`config.mk`:
```
export PLATFORM = sky130hd
export DESIGN_NAME = alu_issue
export DESIGN_NICKNAME = d
export VERILOG_FILES = /design/src/rtl/alu_issue.sv
export SDC_FILE = /design/constraint.sdc
export NUM_CORES = 1
export LEC_CHECK = 0
export BUFFER_PORTS_ARGS = -buffer_cell sky130_fd_sc_hd__buf_4
export CORE_MARGIN = 1
export CORE_UTILIZATION = 51
export DETAILED_ROUTE_END_ITERATION = 6
export GPL_ROUTABILITY_DRIVEN = 0
export PLACE_DENSITY = 0.88
export SKIP_CTS_REPAIR_TIMING = 1
export SLEW_MARGIN = 20
export SYNTH_ARGS = -nofsm -noshare
export SYNTH_HDL_FRONTEND = slang
export SYNTH_SLANG_ARGS = --single-unit
```
`constraint.sdc`:
```
create_clock -name clk -period 11 [get_ports clk]
set_input_delay 2.75 -clock clk [delete_from_list [all_inputs] [get_ports clk]]
set_output_delay 2.75 -clock clk [all_outputs]
set_load 0.01 [all_outputs]
```
`src/rtl/alu_issue.sv`:
```
// Decode-and-issue stage feeding the integer/FPU ALU: decodes one instruction,
// holds the operand bundle for the op latency, then hands the result to writeback.
// Optional feature: define ALU_ISSUE_FWD_EN to allow retire-and-accept in the same cycle.
module alu_issue #(
    parameter int INST_SIZE = 10,
    parameter int FPU_LAT   = 3
) (
    input  logic                 clk,
    input  logic                 rst,
    input  logic                 in_valid,
    output logic                 in_ready,
    input  logic [31:0]          instr_in,
    input  logic [INST_SIZE-1:0] pc_in,
    input  logic [31:0]          rs_data,
    input  logic [31:0]          rt_data,
    output logic [1:0]           is_sorf,
    output logic [5:0]           op,
    output logic [31:0]          s,
    output logic [31:0]          t,
    output logic [31:0]          imm,
    output logic [4:0]           h,
    output logic [INST_SIZE-1:0] pc_out,
    output logic [4:0]           dst,
    output logic                 illegal,
    output logic                 res_valid,
    input  logic                 res_ready
);

    localparam logic [5:0] OP_SPECIAL = 6'b000000;
    localparam logic [5:0] OP_FPU     = 6'b010001;
    localparam logic [5:0] OP_J       = 6'b000010;
    localparam logic [5:0] OP_JAL     = 6'b000011;
    localparam logic [5:0] OP_BEQ     = 6'b000100;
    localparam logic [5:0] OP_BNE     = 6'b000101;
    localparam logic [5:0] OP_BLEZ    = 6'b000110;
    localparam logic [5:0] OP_BGTZ    = 6'b000111;
    localparam logic [5:0] OP_ADDI    = 6'b001000;
    localparam logic [5:0] OP_SLTI    = 6'b001010;
    localparam logic [5:0] OP_ANDI    = 6'b001100;
    localparam logic [5:0] OP_ORI     = 6'b001101;
    localparam logic [5:0] OP_XORI    = 6'b001110;
    localparam logic [5:0] OP_LUI     = 6'b001111;
    localparam logic [5:0] OP_LW      = 6'b100011;
    localparam logic [5:0] OP_SW      = 6'b101011;
    localparam logic [5:0] OP_OUT     = 6'b111111;

    typedef struct packed {
        logic [1:0]           sorf;
        logic [5:0]           op;
        logic [31:0]          s;
        logic [31:0]          t;
        logic [31:0]          imm;
        logic [4:0]           h;
        logic [INST_SIZE-1:0] pc;
        logic [4:0]           dst;
        logic                 ill;
    } issue_t;

    typedef enum logic [1:0] {IDLE, BUSY, DONE} state_t;

    state_t     state;
    logic [3:0] cnt;
    issue_t     bnd, dec;
    logic [3:0] dec_lat;
    logic [5:0] opc, fn;
    logic       accept;

    assign opc = instr_in[31:26];
    assign fn  = instr_in[5:0];

    always_comb begin
        dec      = '0;
        dec.s    = rs_data;
        dec.t    = rt_data;
        dec.h    = instr_in[10:6];
        dec.pc   = pc_in;
        dec_lat  = 4'd1;
        if (opc == OP_SPECIAL) begin
            dec.sorf = 2'b01;
            dec.op   = fn;
            dec.dst  = instr_in[15:11];
        end else if (opc == OP_FPU) begin
            dec.sorf = 2'b10;
            dec.op   = fn;
            dec.dst  = instr_in[15:11];
            // ADD/SUB/MUL/SQRT run in the multi-cycle FPU datapath
            if (fn == 6'b000000 || fn == 6'b000001 || fn == 6'b000010 || fn == 6'b000100)
                dec_lat = 4'(FPU_LAT);
        end else begin
            dec.sorf = 2'b00;
            dec.op   = opc;
            dec.dst  = instr_in[20:16];
        end
        case (opc)
            OP_ADDI, OP_SLTI, OP_LW, OP_SW, OP_BEQ, OP_BNE, OP_BGTZ, OP_BLEZ:
                dec.imm = {{16{instr_in[15]}}, instr_in[15:0]};
            OP_ANDI, OP_ORI, OP_XORI:
                dec.imm = {16'h0, instr_in[15:0]};
            OP_LUI:
                dec.imm = {instr_in[15:0], 16'h0};
            OP_J, OP_JAL:
                dec.imm = {6'h0, instr_in[25:0]};
            default:
                dec.imm = 32'h0;
        endcase
        case (opc)
            OP_SPECIAL, OP_FPU, OP_LW, OP_SW, OP_ADDI, OP_ANDI, OP_ORI, OP_XORI,
            OP_SLTI, OP_LUI, OP_BEQ, OP_BNE, OP_BGTZ, OP_BLEZ, OP_J, OP_JAL, OP_OUT:
                dec.ill = 1'b0;
            default:
                dec.ill = 1'b1;
        endcase
    end

`ifdef ALU_ISSUE_FWD_EN
    assign in_ready = (state == IDLE) || (state == DONE && res_ready);
`else
    assign in_ready = (state == IDLE);
`endif

    assign accept    = in_valid && in_ready;
    assign res_valid = (state == DONE);

    always_ff @(posedge clk or posedge rst) begin
        if (rst) begin
            state <= IDLE;
            cnt   <= 4'd0;
            bnd   <= '0;
        end else if (accept) begin
            // accept is only possible in IDLE, or in DONE while retiring
            bnd   <= dec;
            cnt   <= dec_lat - 4'd1;
            state <= BUSY;
        end else begin
            case (state)
                BUSY: begin
                    if (cnt == 4'd0) state <= DONE;
                    else             cnt   <= cnt - 4'd1;
                end
                DONE: if (res_ready) state <= IDLE;
                default: ;
            endcase
        end
    end

    assign is_sorf = bnd.sorf;
    assign op      = bnd.op;
    assign s       = bnd.s;
    assign t       = bnd.t;
    assign imm     = bnd.imm;
    assign h       = bnd.h;
    assign pc_out  = bnd.pc;
    assign dst     = bnd.dst;
    assign illegal = bnd.ill;

endmodule

```
Word level (Yosys, flattened, before mapping)
Memories as Yosys holds them, arrays and structs flattened. A register that Yosys moved wholly into a read port is not among the register bits.
Index checks and enable logic that the tools add are counted.

word-level totals
  memories = 1
  bits in read-only memories = 64
  register bits = 130
  logic and storage cells = 66
  memory bits (writable) = 0
  bits in latches = 0

memory list
  name              depth  width  read ports  clocked after Yosys merged registers in  wr ports  line  text
  (name not given)  64     1      1           1                                        0         106   case (opc)

operators by class
  bitwise operators = 0
  add/sub/neg operators = 2
  equal/unequal tests = 23
  shift-type cells = 0
  muxes and demuxes = 15
  div/mod/pow operators = 0
  reductions and logical operators = 15
  order comparisons = 0
  multipliers = 0

operator list
  cell                                                                     number
  32-bit case mux with 4 select lines                                      1
  6-bit by 4-bit equality test with 1-bit output, second input constant    6
  6-bit by 3-bit equality test with 1-bit output, second input constant    5
  6-bit by 2-bit equality test with 1-bit output, second input constant    3
  8-bit two-way mux                                                        2
  6-bit equality test, second input constant                               2
  6-bit zero test                                                          2
  2-bit two-way mux                                                        6
  4-bit two-way mux                                                        3
  5-bit two-way mux                                                        2
  8-bit OR reduction                                                       1
  4-bit by 1-bit subtractor with 4-bit output, second input constant       2
  6-bit by 1-bit equality test with 1-bit output, second input constant    1
  6-bit by 5-bit equality test with 1-bit output, second input constant    1
  4-bit zero test                                                          1
  2-bit case mux with 2 select lines                                       1
  1-bit logical OR                                                         3
  3-bit by 1-bit inequality test with 1-bit output, second input constant  1
  3-bit inequality test, second input constant                             1
  3-bit AND reduction                                                      1
  3-bit nonzero test                                                       1
  3-bit OR reduction                                                       1
  2-bit by 1-bit equality test with 1-bit output, second input constant    1
  2-bit equality test, second input constant                               1
  other kinds (6)                                                          6

Depth between registers and ports, before layout
Gate-level depths: netlist of run 1.

  word-level depth = 9
  mapped depth = 7
  depth with buffers taken out = 4

Worst setup path after synthesis of run 1
OpenSTA, ideal clock, no wires.

  path kind = input port to flip-flop
  start = in instr_in[26]
  end = reg bnd (netlist bit imm[17])
  arrival time = 3.964 ns
  required time = 10.913 ns
  stages on the path = 5
  buffers on the path = 1
  setup slack = 6.949 ns
  path through = buf_2 > or4b_1 > a31oi_4 > nand2_4 > a22oi_1

between the ends
  longest elaborated chain between the ends = 3
  elaborated cells between the ends (all ways) = 18
  those cells by class = 14 x eq/ne; 1 x mux; 3 x reduce/logical

RTL lines
  item                                                                    line  text
  start, declared                                                         12    input logic [31:0] instr_in,
  6-bit by 4-bit equality test with 1-bit output (tied with other cells)  94    case (opc)
  8-bit OR reduction (tied with other cells)                              94
  32-bit case mux with 4 select lines (*)                                 94
  end signal, assigned                                                    128   bnd <= '0;
  end signal, assigned                                                    131   bnd <= dec;
  end, declared                                                           63    issue_t bnd, dec;

Mark *: on every way between the ends. The rest lies on a longest branch, timed or not.
A chain may end at the register's enable or synchronous reset.

Worst setup path in the final report of run 1
  start = in in_valid
  end = reg bnd (netlist bit imm[26])

between the ends
  longest elaborated chain between the ends = 1

RTL lines
  item               line  text
  start, declared    10    input logic in_valid,
  1-bit logical AND  121   assign accept = in_valid && in_ready;

No other way between the ends.

==> results of run 1 <==
[kinds of logic (layout without fill, tap and decap cells)]
kind of cell           Yosys count  in the layout  share of synthesized area, %
flip-flops                     131            131                         60.01
XOR/XNOR                         1              1                        0.1604
AO/OA/AOI/OAI                   87             87                         10.86
buffers and inverters           42            277                         3.207
AND/OR/NAND/NOR                341            341                         25.77
[where the power goes]
group / switching (mW) / internal, mW / total [mW]
clock: 0.206 / 0.370 / 0.576
sequential: 0.118 / 0.667 / 0.785
combinational: 0.407 / 0.348 / 0.754
total: 0.731 / 1.38 / 2.12
[metrics by stage]
step	worst slack (ps)	hold WS (ps)	instance area (um2)
2_1_floorplan	4752	492.8	5463
3_3_place_gp	5927	459.6	7288
3_5_place_dp	5844	463.0	7288
4_1_cts	6376	477.5	7909
5_1_grt	6154	496.9	7909
6_report	6358	473.3	7909
[state kept, by name (all words and copies together), names as in the netlist]
signal,flops
s,32
imm,32
h,5
state,2
t,32
op,6
cnt,4
illegal,1
is_sorf,2
dst,5
pc_out,10
[worst max-delay path: stages]
cell and delay, ps:
buf_4 120, or3b_4 760, buf_4 670, a211o_1 460
o21ai_0 180
[Yosys cell counts, types with 3 or more instances]
library cell / number / area [um2]
dfrtp_1: 131 / 3278
nor2_1: 15 / 56.30
buf_2: 14 / 70.07
clkbuf_1: 22 / 82.58
nand2_1: 294 / 1104
a21o_1: 3 / 22.52
o211ai_1: 7 / 52.55
nand4_1: 5 / 31.28
a31oi_1: 3 / 18.77
o21ai_0: 32 / 160.2
inv_1: 5 / 18.77
a222oi_1: 10 / 100.1
a21oi_1: 6 / 30.03
o21ai_1: 3 / 15.01
a22oi_1: 15 / 112.6
[metal layers]
metal / up-vias / part of all wire (%) / GRT usage (%)
met4: 0 / 3.0 / 13.89
met2: 269 / 51 / 47.46
met3: 42 / 8.0 / 7.607
met1: 2447 / 38 / 33.96
met5: - / 0 / 0
li1: 2426 / - / -
[how the worst max path moves through the flow]
stage,endpoint,from,slack [ps],cells after the start
after CTS,imm[26],in_valid,6380,5
after floorplan,cnt[0],rst,4750,1
final,imm[26],in_valid,6360,5
after detailed placement,imm[26],in_valid,5840,5
after global routing,imm[27],in_valid,6150,5
after global placement,imm[21],in_valid,5930,5
[cell type report]
cell class / instances / share of cell area (%)
clock buffer: 21 / 5.933
clock inverter: 11 / 1.914
inverter: 5 / 0.2689
multi-input combinational: 429 / 25.50
sequential: 131 / 41.45
tap: 136 / 2.152
timing repair buffer: 240 / 22.78
==> PnR_summary.wiki, run 1 <==
{| class="wikitable"
! Metric !! Value
|-
| Area growth from synthesis to layout || 44.78%
|-
| Die Ht || approximately 110 um
|-
| Area used by multi-input combinational logic || ~2000 um2
|-
| Maximum vdd ir drop || ~0.16 mV
|-
| Wire length after detailed routing || around 15 mm
|-
| Clk_skew || about 7.7 ps
|-
| Seq/Total Area, Yosys || 60.01%
|-
| WL/cell || 15.66 um
|-
| Flip-flop cell with the highest count after synthesis || dfrtp_1
|-
| Slew HR || 38.72%
|-
| Via count of the first global-routing pass || 5094
|-
| Commonest non-fill, non-tap cells in the layout || 294 x nand2_1, 240 x buf_4, 131 x dfrtp_1, 32 x o21ai_0, 16 x clkbuf_16
|-
| Post-CTS clock slew at the launch and capture registers of the worst setup and hold paths || 60 ps
|-
| End point of the worst hold path || t[10]
|-
| Worst Path Arrival || 5010 ps
|-
| Final core occ || roughly three quarters
|-
| Minimum period implied by the final worst setup slack || ~4600 ps
|-
| Worst-Skew Late Latency || 510 ps
|-
| FFs w/ async S/R, synth || 100.0%
|-
| Max Transition Viols Final || 0
|-
| Antenna violations before repair || 0
|-
| Setup-failing EPs final || 0
|-
| CTS max path bufs || 2
|-
| Sequential cell area || 3278 um2
|-
| Overflow after GRT || 0
|-
| # Max-Cap Violations || 0
|-
| Number of CTS-inserted buffers || 17
|-
| Minimum setup slack among reg-to-reg paths || 8190 ps
|-
| Number of remaining DRC errors || 0
|-
| Clock tree from TritonCTS || yes
|-
| Vias || ~5200
|-
| Syn_nets || 712
|-
| Count of H-tree levels built during CTS || 4
|-
| First-pass iteration count of the detailed router || 5
|-
| PD cells || between 200 and 300 nW/um2
|-
| Standard cell core area || about 10000 um2
|-
| # IOs || around 240
|-
| Largest fanout of any net on the critical path || 72
|-
| Final TNS setup || 0 ps
|-
| Count of antenna-violating nets left after detailed routing || 0
|-
| Run status || complete, no violations
|-
| Cell leakage power || 4.160 nW
|-
| Distinct cell type count of the synthesized netlist || 46
|-
| Reg-to-Reg End || imm[26]
|-
| Maximum number of pins on one net before global-route repair || 76
|-
| Number of vias per cell after detailed routing || 5.328
|-
| Clock root cell || clkbuf_8
|-
| Share of cells above drive strength 1 || 33.93%
|-
| Most common cell after layout, fill and taps aside || nand2_1
|-
| Overall track demand over capacity in global routing || 28.35%
|-
| Worst reg2reg path depth || 4
|-
| Yosys warning total || 0
|-
| Classification of the worst-slack hold path || register to register
|-
| Port Buf Inserts || approximately 240
|-
| Worst slew pin tran || 919.2 ps
|-
| Endpoint kind of the worst setup timing path || register
|-
| Net count of the finished layout || 934
|-
| Upper clock frequency limit || 215.4 MHz
|-
| Cell area after synthesis || 5463 um2
|-
| Instance count along the most critical hold path || 2
|-
| Worst Path Class, Setup || primary input to register
|-
| FF+latch count, synth || 131
|-
| Fraction of the cycle the final worst path needs || 42.20%
|-
| CP required || 11370 ps
|-
| Wire length of the first global-routing pass || 24.60 mm
|-
| Final Hold Violating Endpoints || 0
|-
| Mean Syn Cell Area || 9.074 um2
|-
| Post-detailed-placement half-perimeter wirelength || 10.59 mm
|-
| Effective utilization at floorplan || a little over half
|-
| Antenna Diode Count || 0
|-
| Number of standard cells after synthesis || between 600 and 700
|-
| Startpoint of the tightest hold check path || t[10]
|-
| EDFF count, synth || 0
|-
| Unrepaired setup endpoints after global routing || no
|-
| Sinks on the clock net || around 130
|-
| Count of routing violations after the opening detailed-route iteration || 392
|-
| Total chip power || 2.115 mW
|-
| DIE WIDTH || 105.5 um
|-
| Die area || 11130 um2
|-
| Reg-to-reg critical path startpoint || state[0]
|-
| Category of the worst setup path launch point || primary input
|-
| Post-route non-filler standard cell count || roughly 1000
|-
| Number of placed instances with taps included || ~940
|-
| Row count || 37
|-
| Count of fill cells added during filler insertion || ~720
|}
(Power assumes the default switching activity.)
==> run 2: changes to the inputs <==
Settings changed: CORE_UTILIZATION 51 to 48, PLACE_DENSITY 0.88 to 0.84.
Clock period 11 ns to 4.65 ns, I/O delays scaled along.
==> run 2 against run 1 <==
Sequential share of layout area about the same; clock power increased by 130%; first-iteration DRC count increased by 27%; sequential power increased by 140%.
==> PnR_summary.wiki, run 2 (synthesis gave the netlist of run 1 again) <==
{| class="wikitable"
! Metric !! Value
|-
| Count of routing violations after the opening detailed-route iteration || 496
|-
| Antenna violations before repair || 0
|-
| Count of H-tree levels built during CTS || 4
|-
| Number of vias per cell after detailed routing || about 5.3
|-
| CP Cell Sequence || buf_4 -> or3b_4 -> buf_4 -> nand2_1 -> nand2_1
|-
| Upper clock frequency limit || between 400 and 500 MHz
|-
| Hold_ws || ~470 ps
|-
| Standard cell core area || 10980 um2
|-
| Worst slew pin tran || 917.4 ps
|-
| WL/cell || roughly 16 um
|-
| Post-detailed-placement half-perimeter wirelength || 11.02 mm
|-
| Startpoint of the tightest hold check path || t[5]
|-
| Clock tree from TritonCTS || yes
|-
| CP required || 4990 ps
|-
| Wire length after detailed routing || around 15 mm
|-
| Setup-failing EPs final || 0
|-
| Overall track demand over capacity in global routing || 26.80%
|-
| Cell leakage power || 4.165 nW
|-
| Unrepaired setup endpoints after global routing || no
|-
| Clk_skew || 8.040 ps
|-
| Post-CTS clock slew at the launch and capture registers of the worst setup and hold paths || 50 ps
|-
| First-pass iteration count of the detailed router || 6
|-
| Sinks on the clock net || 131
|-
| Endpoint kind of the worst setup timing path || register
|-
| Minimum period implied by the final worst setup slack || 2424 ps
|-
| Number of CTS-inserted buffers || 17
|-
| Largest fanout of any net on the critical path || 57
|-
| Minimum setup slack among reg-to-reg paths || between 2000 and 3000 ps
|-
| CTS max path bufs || 2
|-
| Commonest non-fill, non-tap cells in the layout || 294 x nand2_1, 241 x buf_4, 131 x dfrtp_1, 32 x o21ai_0, 17 x clkbuf_16
|-
| Wire length of the first global-routing pass || 23.89 mm
|-
| Crit-path max cell delay || 660 ps
|-
| Vias || 5186
|-
| Maximum number of pins on one net before global-route repair || 61
|-
| Worst Path Arrival || 2770 ps
|-
| Cell with the largest stage delay on the worst path || or3b_4
|-
| DIE WIDTH || between 100 and 150 um
|-
| Category of the worst setup path launch point || primary input
|-
| Maximum vdd ir drop || 0.4024 mV
|-
| Clock root cell || clkbuf_16
|-
| Die area || 11810 um2
|-
| Pre-CTS worst setup slack || 1828 ps
|-
| PD cells || 626.3 nW/um2
|-
| Reg-to-Reg End || imm[29]
|-
| Port Buf Inserts || 236
|-
| Share of cells above drive strength 1 || 33.41%
|-
| Number of remaining DRC errors || 0
|-
| Row count || 38
|-
| Most common cell after layout, fill and taps aside || nand2_1
|-
| Least setup slack across all paths after layout || approximately 2200 ps
|-
| Area growth from synthesis to layout || 44.71%
|-
| Design area || 7905 um2
|-
| Count of antenna-violating nets left after detailed routing || 0
|-
| # IOs || 237
|-
| End point of the worst hold path || t[5]
|-
| Run status || complete, no violations
|-
| Fraction of the cycle the final worst path needs || a little over half
|-
| Instance count along the most critical hold path || 2
|-
| Die Ht || 108.7 um
|-
| Worst reg2reg path depth || 3
|-
| Worst Path Class, Setup || primary input to register
|-
| Net count of the finished layout || 936
|-
| Max Transition Viols Final || 0
|-
| Reg-to-reg critical path startpoint || state[0]
|-
| Worst-Skew Late Latency || between 400 and 500 ps
|-
| Count of fill cells added during filler insertion || 800
|-
| Overflow after GRT || 0
|-
| Antenna Diode Count || 0
|-
| Classification of the worst-slack hold path || register to register
|-
| Post-placement cell area || 7322 um2
|-
| Final Hold Violating Endpoints || 0
|-
| # Max-Cap Violations || 0
|-
| Final TNS setup || 0 ps
|-
| Effective utilization at floorplan || 49.74%
|-
| Slew HR || 38.38%
|-
| Via count of the first global-routing pass || 4948
|}
## run 2: cell count changes in the layout (fill, tap and decap cells not counted)
cell	previous run	this run
clkbuf_16	16	17
inv_4	1	0
buf_12	0	1
clkinvlp_4	4	1
clkinv_4	3	0
buf_4	240	241
clkbuf_1	0	5
bufinv_16	3	2
clkinv_2	1	2
## run 2: metal layers
metal / track usage (%) / vias up / share of wire, % / routed length [um]
li1: - / 2434 / - / -
met1: 32.27 / 2441 / 38 / 5842
met2: 42.99 / 265 / 49 / 7570
met3: 7.711 / 46 / 9.0 / 1391
met4: 15.64 / 0 / 4.2 / 652
met5: 0 / - / 0 / 0
## run 2: worst max-delay path by stage
stage / from / end / slack [ps] / depth (start not counted)
after floorplan: rst / cnt[0] / 1860 / 1
after global placement: in_valid / imm[25] / 1930 / 4
after detailed placement: in_valid / imm[29] / 1830 / 4
after CTS: state[1] / res_valid / 2250 / 2
after global routing: in_valid / h[4] / 2120 / 5
final: in_valid / h[4] / 2230 / 5
## run 2: where the power goes
group | switching, mW | internal (mW) | leakage (nW)
Combinational | 0.957 | 0.828 | 2.20
Sequential | 0.277 | 1.58 | 1.67
Clock | 0.454 | 0.856 | 0.287
Total | 1.69 | 3.26 | 4.16
## run 2: layout make-up
class                           instances  area, um2  share of cell area, %
Clock inverter                          4      70.07                 0.8864
Multi-Input combinational cell        429       2017                  25.51
Clock buffer                           27      513.0                  6.489
Sequential cell                       131       3278                  41.47
Inverter                                5      22.52                 0.2849
Timing Repair Buffer                  242       1829                  23.14
Tap cell                              140      175.2                  2.216
## run 2: metrics by stage
step,utilization [%],power [mW],instances
after floorplan,-,2.691,602
after global placement,66.67,3.581,947
after detailed placement,66.67,3.668,947
after CTS,71.98,4.991,978
after global routing,71.98,5.270,978
final,71.98,4.951,978
## run 2: worst max-delay path: cells and delay by family
kind | cells | cell delay, ps
AND/OR/NAND/NOR | 3 | 890
buffers and inverters | 2 | 650
